$ cat config.mk
export PLATFORM = sky130hd
export DESIGN_NAME = reg_scoreboard
export DESIGN_NICKNAME = d
export VERILOG_FILES = /design/src/rtl/reg_scoreboard.sv
export SDC_FILE = /design/constraint.sdc
export NUM_CORES = 1
export LEC_CHECK = 0
export CAP_MARGIN = 20
export CELL_PAD_IN_SITES_DETAIL_PLACEMENT = 1
export CELL_PAD_IN_SITES_GLOBAL_PLACEMENT = 1
export CORE_MARGIN = 2
export CORE_UTILIZATION = 45
export CTS_CLUSTER_SIZE = 10
export DETAILED_ROUTE_END_ITERATION = 10
export HOLD_SLACK_MARGIN = 0.06
export PLACE_DENSITY = 0.86
export SLEW_MARGIN = 40
export SYNTH_ARGS = -nofsm -noshare
export SYNTH_HDL_FRONTEND = slang
export SYNTH_SLANG_ARGS = --single-unit
$ cat constraint.sdc
create_clock -name clk -period 4.6 [get_ports clk]
set_clock_uncertainty 0.05 [all_clocks]
set_input_delay 0.46 -clock clk [delete_from_list [all_inputs] [get_ports clk]]
set_output_delay 0.46 -clock clk [all_outputs]
set_load 0.03 [all_outputs]
$ cat src/rtl/reg_scoreboard.sv
// ============================================================================
// Module   : reg_scoreboard
// Brief    : Register-hazard scoreboard with per-register latency counters.
// Revision : 1.0 - initial release
// ============================================================================
`default_nettype none

module reg_scoreboard #(
  parameter int REG_NUM        = 32,
  parameter int REG_ADDR_WIDTH = 5,
  parameter int READ_PORTS     = 2,
  parameter int LAT_WIDTH      = 3
) (
  input  logic                               clk,
  input  logic                               rst,
  input  logic                               issue_valid,
  input  logic                               issue_write_en,
  input  logic [REG_ADDR_WIDTH-1:0]          issue_write_addr,
  input  logic [LAT_WIDTH-1:0]               issue_latency,
  input  logic [READ_PORTS-1:0]              read_en,
  input  logic [READ_PORTS*REG_ADDR_WIDTH-1:0] read_addr,
  input  logic                               flush,
  output logic [READ_PORTS-1:0]              hazard_mask,
  output logic                               stall_request,
  output logic                               any_pending
);

  localparam logic [REG_ADDR_WIDTH:0] c_REG_NUM_EXT = REG_NUM[REG_ADDR_WIDTH:0];
  localparam logic [LAT_WIDTH-1:0]    c_LAT_ONE     = LAT_WIDTH'(1);

  // Register 0 is hardwired zero, so it has no counter at all.
  logic [LAT_WIDTH-1:0] cnt_q [1:REG_NUM-1];
  logic [LAT_WIDTH-1:0] cnt_d [1:REG_NUM-1];

  logic [READ_PORTS-1:0] w_hazard;
  logic                  w_any;
  logic                  w_wa_ok;
  logic                  w_accept;

  generate
    for (genvar p = 0; p < READ_PORTS; p++) begin : g_port
      logic [REG_ADDR_WIDTH-1:0] w_addr;
      assign w_addr = read_addr[p*REG_ADDR_WIDTH +: REG_ADDR_WIDTH];

      // Decoder-style lookup: addresses 0 and >= REG_NUM never match a counter.
      always_comb begin
        w_hazard[p] = 1'b0;
        for (int r = 1; r < REG_NUM; r++) begin
          if (read_en[p] && (w_addr == REG_ADDR_WIDTH'(r)) && (cnt_q[r] != '0)) begin
            w_hazard[p] = 1'b1;
          end
        end
      end
    end
  endgenerate

  always_comb begin
    w_any = 1'b0;
    for (int r = 1; r < REG_NUM; r++) begin
      w_any = w_any | (cnt_q[r] != '0);
    end
  end

  assign hazard_mask   = w_hazard;
  assign stall_request = |w_hazard;
  assign any_pending   = w_any;

  assign w_wa_ok  = (issue_write_addr != '0) && ({1'b0, issue_write_addr} < c_REG_NUM_EXT);
  assign w_accept = issue_valid && issue_write_en && w_wa_ok && !stall_request && !flush;

  always_comb begin
    for (int r = 1; r < REG_NUM; r++) begin
      cnt_d[r] = (cnt_q[r] == '0) ? '0 : (cnt_q[r] - c_LAT_ONE);
      if (flush) begin
        cnt_d[r] = '0;
      end else if (w_accept && (issue_write_addr == REG_ADDR_WIDTH'(r))
                   && (issue_latency > cnt_d[r])) begin
        // A younger, shorter write never shortens an older pending one.
        cnt_d[r] = issue_latency;
      end
    end
  end

  always_ff @(posedge clk) begin
    if (rst) begin
      for (int r = 1; r < REG_NUM; r++) begin
        cnt_q[r] <= '0;
      end
    end else begin
      for (int r = 1; r < REG_NUM; r++) begin
        cnt_q[r] <= cnt_d[r];
      end
    end
  end

endmodule

`default_nettype wire
# After elaboration in Yosys (flattened, before gate mapping)
# Memories as Yosys holds them, arrays and structs flattened.
# Cells that the tools add are included.
[totals] wordCells=662 reg_bits=0 memories=1 mem_bits_rw=93
[classes] addsub=31 n_reduce_logical=256 n_eq_ne=93 n_lt_le_gt_ge=31 bitwise=61 muxes=189
[mem_list] memory="cnt_q" depth=31 word_bits=3 rd=31 rd_ports_with_merged_regs=0 wr=31 line="32" rtl="logic [LAT_WIDTH-1:0] cnt_q [1:REG_NUM-1];"
[ops] cell="3-bit two-way mux" n=124
[ops] cell="5-bit == test (second input constant)" n=48
[ops] cell="1-bit logical AND" n=190
[ops] cell="5-bit by 4-bit == test with 1-bit output (second input constant)" n=24
[ops] cell="3-bit > comparator" n=31
[ops] cell="3-bit zero test" n=31
[ops] cell="3-bit nonzero test" n=31
[ops] cell="3-bit by 1-bit subtractor with 3-bit output (second input constant)" n=31
[ops] cell="1-bit two-way mux" n=65
[ops] cell="1-bit OR" n=61
[ops] cell="5-bit by 3-bit == test with 1-bit output (second input constant)" n=12
[ops] cell="5-bit by 2-bit == test with 1-bit output (second input constant)" n=6
[ops] cell="5-bit by 1-bit == test with 1-bit output (second input constant)" n=3
[ops] cell="5-bit nonzero test" n=1
[ops] cell="1-bit zero test" n=2
[ops] cell="2-bit OR reduction" n=1

# Longest topological paths before layout
[depth] word_depth=43 depth_mapped=12 depth_no_buf=11

# Worst setup path after synthesis
# No wires, ideal clock.
[synth_timing] path_type="register -> output" from="register cnt_q[0][70] (netlist name)" to="output port stall_request" path_slack_ns=1.335 required_ns=4.090 path_buffers=2 arrival_ns=2.755 stages_incl_launch_ff=12 cell_sequence="dfxtp_1 -> or2_2 -> inv_1 -> ha_1 -> mux4_1 -> nor2_1 -> or4_1 -> o41a_1 -> a2bb2oi_4 -> buf_2 -> buf_2 -> inv_1"
[synth_rtl] item="to (decl)" line="24" rtl="output logic stall_request,"

==> metrics.cfg <==
[timing]
grt_setup_unrepaired = false
setup_violations = 0
hold_violations = 0
maxSlewHeadroom = 0.457
slew_violations = 0
period_needed_ns = 4.17
clock.fmax_mhz = 240
fin_setup_tns_ns = 0
worst_pin_slew_ns = 0.814
post-route-period-util = 0.907

[die]
core_area_mm2 = 0.0179
rows = 49
die_area_mm2 = 0.0192
io-pin-count = 29
die_x_um = 139
die_y_um = 139
start_util = 0.456

[run]
cap_violations = 0

[detailed_routing]
wirelength_um = 25200
first_pass_iters = 5
dr_wl_met3_um = 1220
avgRoutedWirePerCell_um = 20.4
final_antenna_net_count = 0
wl_met2_um = 12200
met1_length_um = 10900
routed.top_layer = met4
drt-initial-drc-count = 501
vias = 7342
avgViaCountPerCell = 5.96
drc = 0

[clocking]
cts_hold_buffers = 0
htreeDepth = 3
cts_setup_buffers = 0
clk_pin_slew_ns = 0.07
clock-sinks = 93
root_buffer = clkbuf_16
cts_resized = 0
cts_tree = built
clock_path_buffers = 2
cts_buffers = 9
clk_latency_ns = 0.36

[setup_path]
worstPathMaxFanout = 4
crit_slowest_cell = clkdlybuf4s50_1
cp_data_arrival_time_ns = 3.66
cp_top_family = simple AND/OR/NAND/NOR gates
cp-end-kind = output port
crit_path_cell_trace = or2_2, inv_1, ha_1, mux4_1, nor2_1, or4_1, o41a_1, a2bb2oi_4, inv_1, clkdlybuf4s50_1
r2r_slack_ns = 0.74
cp_common_cell = inv_1
crit_buf_inv = 3
critical_path_class = register to output port
crit_path_start_kind = register
cpPeakStageDelay_ns = 0.61
required_ns = 4.09

[yosys]
synth_top_cell_area_share = 0.228
synthDistinctLibCells = 52
synth-seq-cells = 93
synth.area.top_cells = ha_1, dfxtp_1, mux2i_1
synth_area_mm2 = 0.00816
syn_avg_cell_area_um2 = 8.31
async_flop_share = 0
synth_ff_type = dfxtp_1
syn_nets = 1156
synth_area_leader_cell = ha_1
yosys_warnings = 0
synth_cells = 982
synthTopCellsByCount = ha_1, inv_1, dfxtp_1
yosysMostFrequentCell = ha_1
synth_edf_count = 0
yosysSeqAreaShare = 0.228

[cells_and_area]
utilization = 0.504
fillers = 2187
area_growth_pct = 10.5
largest_register_ff_count = 93
regMostFlops = cnt_q
reg_top3 = cnt_q x93
postLayoutCellArea_mm2 = 0.00902
nNetsFinal = 1172
drive_gt1_frac = 0.0638
antennaDiodeCount = 0

[global_routing]
grt.overflow.total = 0
antenna_found_initial = 0
track_usage = 0.263
grt_max_degree = 35
grt_first_pass_wirelength_um = 40500
grt_pass1_vias = 7778

[placed_design]
dp_hpwl_um = 17900
port_buffers = 28
dpl-instance-area_mm2 = 0.00869
place.gp.congestion = 0.901

[run_status]
status = finished, final reports clean

[pwr]
peakVddDrop_mv = 0.188
p_leak_nw = 3.92
power.density_mw_per_mm2 = 213

[hold_path]
hold_class = register to register

cell usage in the layout, fill, tap and decap left out, types with 17 or more instances in the layout:
cell type	netlist	layout
a21o_1	31	31
a21oi_1	69	69
a311oi_1	31	31
and2_1	31	31
and3_1	24	24
buf_4	0	17
clkdlybuf4s50_1	0	26
dfxtp_1	93	93
ha_1	149	149
inv_1	119	118
mux2i_1	69	69
nand2_1	71	70
nand2b_1	23	23
nand4_1	28	28
nor2_1	72	71
o21ai_0	23	23
metrics by stage:
stage / instances / hold slack, ns / power [W] / worst slack [ns]
2_1_floorplan: 982 / 0.460 / 0.000967 / 1.34
3_3_place_gp: 1216 / 0.486 / 0.00106 / 0.627
3_5_place_dp: 1216 / 0.510 / 0.00107 / 0.568
4_1_cts: 1232 / 0.530 / 0.00193 / 0.455
5_1_grt: 1232 / 0.561 / 0.00198 / 0.320
6_report: 1232 / 0.520 / 0.00192 / 0.429
kinds of logic (layout without fill, tap and decap cells):
group / count (synthesis) / count (layout) / share of synthesized area
flip-flops: 93 / 93 / 0.228
multiplexers: 84 / 84 / 0.108
adder cells (fa/ha/maj): 149 / 149 / 0.228
buffers and inverters: 158 / 179 / 0.0750
AO/OA/AOI/OAI: 178 / 178 / 0.146
AND/OR/NAND/NOR: 320 / 320 / 0.214
area by class of cell:
cell class	count	area, um2	area share
clock buffer	10	239	0.0265
timing repair buffer	44	393	0.0436
sequential	93	1860	0.206
multi-input combinational	731	5700	0.632
inverter	119	447	0.0495
tap	229	287	0.0318
clock inverter	6	92.6	0.0103
power breakdown:
part,switching [W],internal [W],leakage (nW)
registers,0.000000261,0.000805,0.749
logic,0.000161,0.0000876,3.01
clock network,0.000368,0.000496,0.156
total,0.000529,0.00139,3.92
layer usage:
metal | GRT usage | vias up
met5 | 0 | -
met4 | 0.114 | 0
met3 | 0.0432 | 68
met2 | 0.460 | 174
met1 | 0.319 | 3640
li1 | - | 3460
worst paths after layout:
check / start / to / cells after the start
hold reg to reg: cnt_q[0][18] / cnt_q[0][18] / 3
setup reg to reg: cnt_q[0][70] / cnt_q[0][52] / 11
setup / recovery: cnt_q[0][70] / stall_request / 10
hold / removal: cnt_q[0][18] / cnt_q[0][18] / 3
worst register-to-register path, stage by stage, from the launching register on:
cell and delay (ns):
dfxtp_1 0.31, or2_2 0.31, inv_1 0.09, ha_1 0.31, mux4_1 0.28, nor2_1 0.04
or4_1 0.52, o41a_1 0.52, a2bb2oi_4 0.21, buf_4 0.42, and3_1 0.34, mux2_2 0.35
No activity file was read; power rests on OpenSTA's default activity.
